### config.mk
export PLATFORM = sky130hd
export DESIGN_NAME = conv2_channel_scheduler
export DESIGN_NICKNAME = d
export VERILOG_FILES = /design/src/rtl/conv2_channel_scheduler.sv
export SDC_FILE = /design/constraint.sdc
export NUM_CORES = 1
export LEC_CHECK = 0
export ABC_AREA = 0
export BUFFER_PORTS_ARGS = -buffer_cell sky130_fd_sc_hd__clkbuf_2
export CELL_PAD_IN_SITES_DETAIL_PLACEMENT = 1
export CELL_PAD_IN_SITES_GLOBAL_PLACEMENT = 1
export CORE_ASPECT_RATIO = 1.1
export CORE_MARGIN = 4
export CORE_UTILIZATION = 48
export CTS_CLUSTER_DIAMETER = 30
export CTS_CLUSTER_SIZE = 14
export DETAILED_ROUTE_END_ITERATION = 7
export GPL_ROUTABILITY_DRIVEN = 0
export PLACE_DENSITY_LB_ADDON = 0.2
export SLEW_MARGIN = 40
export SYNTH_ARGS = -nofsm -noshare
export SYNTH_HDL_FRONTEND = slang
export SYNTH_SLANG_ARGS = --single-unit
export TNS_END_PERCENT = 1
### constraint.sdc
create_clock -name clk -period 6.4 [get_ports clk]
set_input_delay 0.64 -clock clk [delete_from_list [all_inputs] [get_ports clk]]
set_output_delay 0.64 -clock clk [all_outputs]
set_load 0.02 [all_outputs]
### src/rtl/conv2_channel_scheduler.sv
// conv2 branch sequencer: walks every (filter, channel) pair, selects the
// weight/result banks, and holds run until the datapath branch reports done.
module conv2_channel_scheduler #(
  parameter int ADDR_WIDTH     = 16,
  parameter int CHANNEL_NUM    = 2,
  parameter int FILTER_NUM     = 8,
  parameter int SETUP_CYCLES   = 2,
  parameter int TIMEOUT_CYCLES = 65535
) (
  input  logic                  clk,
  input  logic                  reset,
  input  logic                  start,
  input  logic                  abort,
  input  logic                  dp_done,
  output logic                  run,
  output logic [ADDR_WIDTH-1:0] channel_count,
  output logic [ADDR_WIDTH-1:0] filter_count,
  output logic [2:0]            M10K_read_select,
  output logic                  busy,
  output logic                  done,
  output logic                  error
);

  localparam int SW = $clog2(SETUP_CYCLES + 1);
  localparam int TW = $clog2(TIMEOUT_CYCLES + 1);

  localparam logic [SW-1:0] SET_LAST = SW'(SETUP_CYCLES - 1);
  localparam logic [TW-1:0] TO_LAST  = TW'(TIMEOUT_CYCLES - 1);
  localparam logic [ADDR_WIDTH-1:0] CH_LAST = ADDR_WIDTH'(CHANNEL_NUM - 1);
  localparam logic [ADDR_WIDTH-1:0] FI_LAST = ADDR_WIDTH'(FILTER_NUM - 1);

  typedef enum logic [2:0] {
    IDLE,
    SETUP,
    RUN,
    DRAIN,
    FINISH
  } state_t;

  state_t state, state_d;

  logic [SW-1:0]         set_cnt, set_d;
  logic [TW-1:0]         to_cnt, to_d;
  logic [ADDR_WIDTH-1:0] ch_d, fi_d;
  logic                  err_d;

  always_comb begin
    state_d = state;
    set_d   = set_cnt;
    to_d    = to_cnt;
    ch_d    = channel_count;
    fi_d    = filter_count;
    err_d   = error;

    unique case (state)
      IDLE: begin
        if (start && !abort) begin
          state_d = SETUP;
          set_d   = '0;
          ch_d    = '0;
          fi_d    = '0;
          err_d   = 1'b0;
        end
      end
      SETUP: begin
        if (set_cnt == SET_LAST) begin
          state_d = RUN;
          set_d   = '0;
          to_d    = '0;
        end else begin
          set_d = set_cnt + SW'(1);
        end
      end
      RUN: begin
        if (dp_done) begin
          state_d = DRAIN;
        end else if (to_cnt == TO_LAST) begin
          state_d = IDLE;
          err_d   = 1'b1;
          ch_d    = '0;
          fi_d    = '0;
          to_d    = '0;
        end else begin
          to_d = to_cnt + TW'(1);
        end
      end
      DRAIN: begin
        set_d = '0;
        if (channel_count < CH_LAST) begin
          ch_d    = channel_count + ADDR_WIDTH'(1);
          state_d = SETUP;
        end else if (filter_count == FI_LAST) begin
          state_d = FINISH;
        end else begin
          ch_d    = '0;
          fi_d    = filter_count + ADDR_WIDTH'(1);
          state_d = SETUP;
        end
      end
      FINISH: begin
        state_d = IDLE;
        ch_d    = '0;
        fi_d    = '0;
      end
      default: begin
        state_d = IDLE;
        ch_d    = '0;
        fi_d    = '0;
      end
    endcase

    // abort wins over everything but leaves the timeout flag alone
    if (abort && state != IDLE) begin
      state_d = IDLE;
      set_d   = '0;
      to_d    = '0;
      ch_d    = '0;
      fi_d    = '0;
      err_d   = error;
    end
  end

  always_ff @(posedge clk or posedge reset) begin
    if (reset) begin
      state         <= IDLE;
      set_cnt       <= '0;
      to_cnt        <= '0;
      channel_count <= '0;
      filter_count  <= '0;
      error         <= 1'b0;
      run           <= 1'b0;
      busy          <= 1'b0;
      done          <= 1'b0;
    end else begin
      state         <= state_d;
      set_cnt       <= set_d;
      to_cnt        <= to_d;
      channel_count <= ch_d;
      filter_count  <= fi_d;
      error         <= err_d;
      run           <= (state_d == RUN);
      busy          <= (state_d != IDLE);
      done          <= (state_d == FINISH);
    end
  end

  assign M10K_read_select = filter_count[2:0];

endmodule

== After elaboration in Yosys (flattened, before gate mapping) ==
Index checks and enable logic that the tools add are counted.
W data, S select, Z words.

* Output and inout port bits: 39
* Register bits after elaboration: 57
* Word-level logic and storage cells: 80
* Input port bits: 5

* Add/subtract/negate cells: 4
* Reduce and logical (&&, ||, !) cells: 14
* Magnitude comparators: 1
* Mux-type cells: 32
* Equality and inequality tests: 19
* Bitwise gates (word level): 1

{| class="wikitable"
|+ Operators by type and width
! cell !! count
|-
| $mux W16 || 13
|-
| $pmux W16 S4 || 2
|-
| $add A16 B1 Y16 const B || 3
|-
| $pmux W16 S2 || 1
|-
| $mux W3 || 7
|-
| $ne A3 B3 Y1 const B || 6
|-
| $eq A16 B16 Y1 const B || 1
|-
| $eq A16 B3 Y1 const B || 1
|-
| $lt A16 B1 Y1 const B || 1
|-
| $pmux W3 S4 || 1
|-
| $reduce_and A5 Y1 || 2
|-
| $eq A3 B2 Y1 const B || 3
|-
| $reduce_bool A3 Y1 || 3
|-
| $ne A2 B2 Y1 const B || 4
|-
| $mux W2 || 3
|-
| $pmux W2 S3 || 1
|-
| $reduce_and A6 Y1 || 1
|-
| $ne A4 B4 Y1 const B || 1
|-
| $reduce_bool A4 Y1 || 1
|-
| $eq A3 B1 Y1 const B || 1
|-
| $eq A3 B3 Y1 const B || 1
|-
| $logic_not A3 Y1 || 1
|-
| $mux W1 || 3
|-
| $reduce_and A3 Y1 || 1
|-
| 8 further kinds || 9
|}

== Longest topological paths before layout ==
Gate-level depths: netlist (run 1).

* Depth in word-level cells: 6
* Gate-level depth with buffers: 9
* Mapped depth without buffers: 7

== Worst setup path after synthesis (run 1) ==
No wires, ideal clock.

* Kind: input to register
* Start: input abort
* End: register to_cnt[5]
* Setup slack: 4.102 ns
* Path buffers: 2
* Data arrival time: 2.188 ns
* Stages: 7
* Library setup time: 0.110 ns
* Required time: 6.290 ns
* Cells stage by stage: nor2_1 nand3_2 or2_2 buf_2 or2_2 clkbuf_1 o41ai_1

* Word-level cells in the longest chain between the ends: 3
* Elaborated cells between the ends (all ways): 6
* Those cells by class: 2 x eq/ne; 1 x mux; 3 x reduce/logical

{| class="wikitable"
|+ Ends and longest elaborated chain
! what !! RTL line !! RTL
|-
| start: declaration || 13 || <nowiki>input logic abort,</nowiki>
|-
| $logic_and A1 B1 Y1 * || 113 || <nowiki>if (abort && state != IDLE) begin</nowiki>
|-
| $ne A3 B3 Y1 (no source line) or $reduce_bool A3 Y1 (tied branches) || n/a ||
|-
| $reduce_and A3 Y1 (no source line) || n/a ||
|-
| end signal: assignment || 137 || <nowiki>to_cnt <= to_d;</nowiki>
|-
| end: declaration || 43 || <nowiki>logic [TW-1:0] to_cnt, to_d;</nowiki>
|}

Mark *: on every way between the ends. The rest lies on a longest branch, timed or not.
A chain may end at the register's enable or synchronous reset.

== Worst setup path after layout (run 1) ==
* Start: register to_cnt[0]
* End: register filter_count[3]

* Word-level cells in the longest chain between the ends: 3

{| class="wikitable"
|+ Ends and longest elaborated chain
! what !! RTL line !! RTL
|-
| $eq A16 B16 Y1 || 77 || <nowiki>end else if (to_cnt == TO_LAST) begin</nowiki>
|-
| $ne A3 B3 Y1 (no source line) || n/a ||
|-
| $reduce_and A6 Y1 (no source line) || n/a ||
|-
| end signal: assignment || 139 || <nowiki>filter_count <= fi_d;</nowiki>
|-
| end: declaration || 17 || <nowiki>output logic [ADDR_WIDTH-1:0] filter_count,</nowiki>
|}

Every way passes these cells.

==> tab_implementation.tex, run 1 <==
\begin{tabular}{lr}
\hline
Metric & Value \\
\hline
\multicolumn{2}{l}{\textbf{Run status}} \\
Outcome & completed \\
\multicolumn{2}{l}{\textbf{Synthesis}} \\
Synthesized-area fraction occupied by and/or/nand/nor cells & roughly a quarter \\
Register area share after synthesis & 43.53\% \\
Leading cell type by number of instances after synthesis & sky130\_fd\_sc\_hd\_\_dfrtp\_1 \\
Area contributors post-synth & sky130\_fd\_sc\_hd\_\_dfrtp\_1 (44\%), sky130\_fd\_sc\_hd\_\_mux2\_2 (3.4\%), sky130\_fd\_sc\_hd\_\_nand3\_1 (3.1\%) \\
Leading area contributor after synthesis & sky130\_fd\_sc\_hd\_\_dfrtp\_1 \\
Share of the synthesized area in compound gates (AO/OA/AOI/OAI) & 18.75\% \\
Asr flop ratio synth & 100.0\% \\
Fraction of the mapped netlist area in adder cells & 1.909\% \\
Count of distinct cell types in the synthesized netlist & 53 \\
Synth warnings & 0 \\
Dominant combinational cell family by area after synthesis & simple AND/OR/NAND/NOR gates \\
Number of flip-flops and latches in the synthesized netlist & between 50 and 60 \\
Multiplexer fraction of the synthesized cell area & 4.047\% \\
Share of Yosys cell area claimed by the top area cell type & 43.53\% \\
Number of synthesized flops with an enable pin & 0 \\
Post-Syn Nets & 359 \\
Post-synthesis instance area & around 3300 µm² \\
Commonest cells in the netlist & sky130\_fd\_sc\_hd\_\_dfrtp\_1 (57), sky130\_fd\_sc\_hd\_\_nor2\_1 (23), sky130\_fd\_sc\_hd\_\_nand3\_1 (20) \\
Mean instance size in the synthesized netlist & 9.389 µm² \\
Most used flip-flop cell after synthesis & sky130\_fd\_sc\_hd\_\_dfrtp\_1 \\
Post-synthesis share of cell area spent on xor and xnor gates & 0.8018\% \\
Cells after Synth & 349 \\
\multicolumn{2}{l}{\textbf{Routing}} \\
WL per Instance & 20.05 µm \\
First-iteration detailed-routing DRC count & 129 \\
Average vias per placed instance & $\sim$6.4 \\
WL final & 9403 µm \\
DR pass1 iterations & 4 \\
Post-detailed-route count of antenna-violating nets & 0 \\
DRC viols & 0 \\
Via count & between 3000 and 4000 \\
\multicolumn{2}{l}{\textbf{Placed design}} \\
Minimum setup slack after placement & 3.445 ns \\
Detail Placement HPWL & around 6300 µm \\
Buffers added on ports & 43 \\
\multicolumn{2}{l}{\textbf{Floorplan}} \\
Die area & 8214 µm² \\
Std-Cell Rows & 31 \\
Floorplan core area & $\sim$6600 µm² \\
Vertical extent of the die & between 90 and 100 µm \\
Io pins & 44 \\
Die Span X & 86.78 µm \\
Starting Density & 49.70\% \\
\multicolumn{2}{l}{\textbf{Power and ir drop}} \\
Static leakage power & roughly 1.7 nW \\
Total power & 1.058 mW \\
Largest vdd supply drop & 173.3 µV \\
Power per cell area & $\sim$280 nW/µm² \\
\multicolumn{2}{l}{\textbf{STA}} \\
Relative slew slack & between 40\% and 50\% \\
Hold Worst Slack & 0.3086 ns \\
Setup Skew & 0.01127 ns \\
Setup repair after global routing missed its margin & no \\
Final Hold Viols & 0 \\
Clock period minus final worst setup slack & 2.706 ns \\
Final setup violation count & 0 \\
Least setup slack across all paths after layout & 3.694 ns \\
Count of pins over their slew limit & 0 \\
Highest clock frequency the design can meet & 369.5 MHz \\
Sum Neg Setup Slack & 0 ns \\
Share of the clock period used by the worst path after layout & a little over two fifths \\
Pin slew with the least headroom to its limit & between 0.7 and 0.8 ns \\
\multicolumn{2}{l}{\textbf{Setup path}} \\
Endpoint arrival time on the critical path & around 3.0 ns \\
Crit path capture type & flop \\
Critical path required time & 6.64 ns \\
Highest fanout seen on the critical path & 27 \\
Critical register-to-register path startpoint & to\_cnt[0] \\
Crit. Startpoint & to\_cnt[0] \\
Kind of launch point of the worst setup path & flop \\
Worst Setup Path Type & flop to flop \\
\multicolumn{2}{l}{\textbf{Finish}} \\
Area delta synth->final & 14.43\% \\
Final net count & 392 \\
Utilization after layout & 56.87\% \\
Number of antenna repair diodes & 0 \\
Share of post-route cells with drive strength above 1 & 22.74\% \\
\multicolumn{2}{l}{\textbf{CTS}} \\
Clock Latency Late Sink & $\sim$0.35 ns \\
Clock tree root buffer cell & sky130\_fd\_sc\_hd\_\_clkbuf\_8 \\
Clock Path Buffers & 2 \\
Number of buffers inserted during clock tree synthesis & 9 \\
Post-CTS setup buffers & 0 \\
Clock sink total & 57 \\
Worst-path clk slew & 0.08 ns \\
CTS tree & yes \\
Quantity of hold-fixing buffers added after cts & 0 \\
Number of H-tree levels & 3 \\
Post-cts resize count & 0 \\
\multicolumn{2}{l}{\textbf{Global route}} \\
Number of global-route vias before repair & 3190 \\
Pin count of the biggest net entering global routing & 34 \\
Remaining Overflow, GRT & 0 \\
Initial antenna violation count & 0 \\
Overall global routing resource usage & 24.37\% \\
Global-route wire length before repair & approximately 16000 µm \\
\multicolumn{2}{l}{\textbf{Min path}} \\
Worst hold path class & input port to asynchronous set/reset pin \\
\multicolumn{2}{l}{\textbf{Run}} \\
Number of maximum-capacitance violations & 0 \\
\hline
\end{tabular}
kinds of logic (layout without fill, tap and decap cells):
logic type | after synthesis | in the layout
and+or+nand+nor | 148 | 148
AOI/OAI and AO/OA | 85 | 85
DFF | 57 | 57
buffers and inverters | 39 | 77
muxes | 12 | 12
adders and majority gates | 5 | 5
xor gates and xnor gates | 3 | 3
sequential cells by signal, summed over array words and instances, names as in the netlist, 2 cells and up:
| name | count |
|---|---|
| channel_count | 16 |
| to_cnt | 16 |
| filter_count | 16 |
| state | 3 |
| set_cnt | 2 |
through the flow:
stage	cells	instance area (µm²)
after floorplan	349	3277
after global placement	453	3512
after detailed placement	453	3523
after CTS	469	3750
after global routing	469	3750
final	469	3750
cell type report:
class                      count  area (µm²)
fill                         788        2844
clock inverter                 7       102.6
inverter                      15       56.30
sequential                    57        1426
timing repair buffer          46       237.7
clock buffer                   9       123.9
tap                           82       102.6
multi-input combinational    253        1700
cell usage in the layout (no fill, tap or decap), types with 5 or more instances in the layout:
cell / n
sky130_fd_sc_hd__dfrtp_1: 57
sky130_fd_sc_hd__clkbuf_2: 43
sky130_fd_sc_hd__nor2_1: 23
sky130_fd_sc_hd__nand3_1: 20
sky130_fd_sc_hd__nand2_1: 18
sky130_fd_sc_hd__o21ai_0: 16
sky130_fd_sc_hd__nor4_1: 15
sky130_fd_sc_hd__inv_1: 14
sky130_fd_sc_hd__nand4_1: 10
sky130_fd_sc_hd__and3_1: 10
sky130_fd_sc_hd__mux2_2: 10
sky130_fd_sc_hd__o31a_1: 9
sky130_fd_sc_hd__a31oi_1: 9
sky130_fd_sc_hd__nor3_1: 9
sky130_fd_sc_hd__o31ai_1: 9
sky130_fd_sc_hd__clkbuf_8: 9
sky130_fd_sc_hd__nor2b_1: 8
sky130_fd_sc_hd__a21oi_1: 8
sky130_fd_sc_hd__nand2b_1: 6
sky130_fd_sc_hd__o41ai_1: 6
sky130_fd_sc_hd__and2_1: 5
sky130_fd_sc_hd__a41oi_1: 5
sky130_fd_sc_hd__ha_1: 5
worst max-delay path: stages (launching register included):
cell	delay (ns)
sky130_fd_sc_hd__dfrtp_1	0.45
sky130_fd_sc_hd__inv_1	0.09
sky130_fd_sc_hd__ha_1	0.17
sky130_fd_sc_hd__nand4_1	0.13
sky130_fd_sc_hd__nor4_4	0.51
sky130_fd_sc_hd__nor2_4	0.27
sky130_fd_sc_hd__or4_1	0.72
sky130_fd_sc_hd__o31ai_1	0.26
metal layers:
layer  track usage (%)  vias to the layer above  wire [µm]
li1                  -                     1391          -
met1             29.77                     1530       4010
met2             41.39                       79       4824
met3             5.061                       24        333
met4             10.39                        0        235
met5                 0                        -          0
power by group:
group / switching [mW] / leakage, nW / internal, mW
logic: 0.189 / 0.797 / 0.0803
clock network: 0.169 / 0.110 / 0.222
registers: 0.0242 / 0.792 / 0.374
path summary, 6_finish.rpt:
check	endpoint	slack, ns	cells after the start
min in group clk	error	0.50	1
max in group asynchronous	to_cnt[9]	5.23	3
max	filter_count[3]	3.69	7
min reg2reg	error	0.50	1
min	set_cnt[0]	0.31	2
max reg2reg	filter_count[3]	3.69	7
No activity file was read; power rests on OpenSTA's default activity.
==> run 2: changes to the inputs <==
Settings changed: CORE_UTILIZATION 48 to 40.
Clock period 6.4 ns to 2.35 ns, I/O delays scaled along.
==> run 2 against run 1 <==
Cell count is 12% higher. Critical path depth unchanged. Clock power rose to 2.7 times the previous value. Sequential power rose to 2.7 times the previous value. Global-route usage fell by 3.9 points. Design area increased by 7.4%. Total power rose to 2.8 times the previous value.
==> tab_implementation.tex, run 2 (synthesis gave the netlist of run 1 again) <==
\begin{tabular}{lr}
\hline
Metric & Value \\
\hline
\multicolumn{2}{l}{\textbf{CTS}} \\
Number of H-tree levels & 3 (unchanged) \\
Clock tree root buffer cell & sky130\_fd\_sc\_hd\_\_clkbuf\_8 \\
Clock Latency Late Sink & 0.34 ns (about the same) \\
Number of buffers inserted during clock tree synthesis & 9 (unchanged) \\
CTS tree & yes \\
Clock sink total & 57 (unchanged) \\
Clock Path Buffers & 2 (unchanged) \\
Worst-path clk slew & 0.07 ns (about the same) \\
\multicolumn{2}{l}{\textbf{Finish}} \\
Total of fill cells in the finished design & 955 (+21\%) \\
Post-Layout Inst Area & 4028 µm² (+7.4\%) \\
Area taken by flip-flops and latches & 1426 µm² (unchanged) \\
Share of post-route cells with drive strength above 1 & 28.13\% (+5.4 points) \\
Most common library cell in the layout ignoring fill and taps & sky130\_fd\_sc\_hd\_\_dfrtp\_1 \\
Top library cells by usage in the layout, fill and taps aside & sky130\_fd\_sc\_hd\_\_dfrtp\_1 (57), sky130\_fd\_sc\_hd\_\_clkbuf\_2 (43), sky130\_fd\_sc\_hd\_\_buf\_4 (30) \\
Top Registers & channel\_count x16, filter\_count x16, to\_cnt x16 \\
Area occupied by multi-input gates & 1710 µm² (+0.59\%) \\
Number of antenna repair diodes & 0 (unchanged) \\
Area delta synth->final & 22.91\% \\
Final net count & 421 (+7.4\%) \\
\multicolumn{2}{l}{\textbf{Floorplan}} \\
Die area & 9706 µm² (+18\%) \\
Std-Cell Rows & 34 (+9.7\%) \\
Floorplan core area & 7955 µm² (+21\%) \\
Die Span X & 94.30 µm (+8.7\%) \\
Io pins & 44 (unchanged) \\
Vertical extent of the die & 102.9 µm (+8.7\%) \\
Starting Density & 41.19\% (-8.5 points) \\
\multicolumn{2}{l}{\textbf{Routing}} \\
WL per Instance & 17.76 µm (-11\%) \\
Highest metal layer used by the detailed router & met4 \\
Detailed-routed wire length on met3 & 236 µm (-29\%) \\
Met2 wire length & 4496 µm (-6.8\%) \\
First-iteration detailed-routing DRC count & 101 (-22\%) \\
WL final & 9308 µm (-1.0\%) \\
Routed met1 length & 4440 µm (+11\%) \\
Average vias per placed instance & 5.794 (-10\%) \\
DR pass1 iterations & 4 (unchanged) \\
Via count & 3036 (+0.40\%) \\
DRC viols & 0 (unchanged) \\
Post-detailed-route count of antenna-violating nets & 0 (unchanged) \\
\multicolumn{2}{l}{\textbf{STA}} \\
Share of the clock period used by the worst path after layout & 95.14\% (+53 points) \\
Highest clock frequency the design can meet & 447.3 MHz (+21\%) \\
Final Hold Viols & 0 (unchanged) \\
Clock period minus final worst setup slack & 2.236 ns (-0.4702 ns) \\
Final setup violation count & 0 (unchanged) \\
Relative slew slack & 56.14\% (+8.1 points) \\
Setup Skew & 0.007124 ns (-0.004144 ns) \\
Count of pins over their slew limit & 0 (unchanged) \\
Least setup slack across all paths after layout & 0.1142 ns (-3.580 ns) \\
Pin slew with the least headroom to its limit & 0.6558 ns (-0.1240 ns) \\
Sum Neg Setup Slack & 0 ns (unchanged) \\
\multicolumn{2}{l}{\textbf{Global route}} \\
Global-route wire length before repair & 15730 µm (-0.56\%) \\
Number of global-route vias before repair & 3131 (-1.8\%) \\
Initial antenna violation count & 0 (unchanged) \\
Remaining Overflow, GRT & 0 (unchanged) \\
Overall global routing resource usage & 20.48\% (-3.9 points) \\
Pin count of the biggest net entering global routing & 30 (-12\%) \\
\multicolumn{2}{l}{\textbf{Placed design}} \\
Buffers added on ports & 43 (unchanged) \\
Post-detailed-placement cell area & 3774 µm² (+7.1\%) \\
Detail Placement HPWL & 6501 µm (+3.4\%) \\
Minimum setup slack after placement & 0.03788 ns (-3.407 ns) \\
\multicolumn{2}{l}{\textbf{Setup path}} \\
Highest fanout seen on the critical path & 15 (-44\%) \\
Crit path capture type & flop \\
Endpoint arrival time on the critical path & 2.47 ns (-0.48 ns) \\
Kind of launch point of the worst setup path & flop \\
Worst Setup Path Type & flop to flop \\
Critical path required time & 2.58 ns (-4.06 ns) \\
Register-to-register setup slack & 0.11 ns (-3.58 ns) \\
\multicolumn{2}{l}{\textbf{Min path}} \\
Worst hold path class & input port to flop \\
\multicolumn{2}{l}{\textbf{Power and ir drop}} \\
Largest vdd supply drop & 299.1 µV (+73\%) \\
Power per cell area & 742.2 nW/µm² (+160\%) \\
Static leakage power & 1.855 nW (+9.2\%) \\
Total power & 2.989 mW (+180\%) \\
\multicolumn{2}{l}{\textbf{Run}} \\
Number of maximum-capacitance violations & 0 (unchanged) \\
\multicolumn{2}{l}{\textbf{Run status}} \\
Outcome & completed \\
\hline
\end{tabular}
[run 2: changes by cell type in the layout (fill, tap and decap cells not counted), sizes merged]
cell         delta
clkbuf          +1
buf            +28
inv             -1
clkinv          +1
clkinvlp        -1
dlygate4sd3     +1
[run 2: layer usage]
layer	track usage, %	vias up
met5	0	-
li1	-	1444
met1	28.32	1536
met3	3.066	11
met2	33.08	45
met4	6.667	0
[run 2: critical path: stages (launching register included)]
cell and delay, ns:
sky130_fd_sc_hd__dfrtp_1 0.44, sky130_fd_sc_hd__ha_1 0.24, sky130_fd_sc_hd__nor4bb_2 0.19, sky130_fd_sc_hd__nand4_1 0.13, sky130_fd_sc_hd__a21oi_2 0.09, sky130_fd_sc_hd__buf_4 0.20
sky130_fd_sc_hd__or4_1 0.56, sky130_fd_sc_hd__o31ai_1 0.28
[run 2: cell type report]
cell class	count	share of cell area, %
Inverter	15	1.398
Sequential cell	57	35.41
Clock buffer	10	3.417
Tap cell	108	3.355
Multi-Input combinational cell	253	42.47
Timing Repair Buffer	75	11.68
Clock inverter	6	2.268
[run 2: path summary, 6_finish.rpt]
path	start	end	depth (start not counted)
max in group asynchronous	reset	filter_count[4]	4
worst min-delay path	dp_done	busy	3
worst max register to register	filter_count[1]	filter_count[7]	7
worst max-delay path	filter_count[1]	filter_count[7]	7
min in group asynchronous	reset	done	3
worst min register to register	set_cnt[1]	set_cnt[1]	1
[run 2: power by group]
group | internal [mW] | total [mW] | switching (mW)
sequential | 1.02 | 1.07 | 0.0473
combinational | 0.302 | 0.853 | 0.551
clock | 0.629 | 1.07 | 0.440
total | 1.95 | 2.99 | 1.04
[run 2: per-stage QoR]
stage	hold WS, ns	std cells	util [%]
2_1_floorplan	0.3999	349	-
3_3_place_gp	0.3484	507	47.36
3_5_place_dp	0.3540	507	47.44
4_1_cts	0.1902	524	50.44
5_1_grt	0.2286	524	50.63
6_report	0.2041	524	50.63
[run 2: repair_timing]
item | 4_1_cts | 5_1_grt
buffers inserted | 0 | 0
gates resized for setup | 0 | 3
hold buffers | 1 | 0
endpoints found under the hold margin | 28 | 0
setup endpoints to repair | 0 | 15
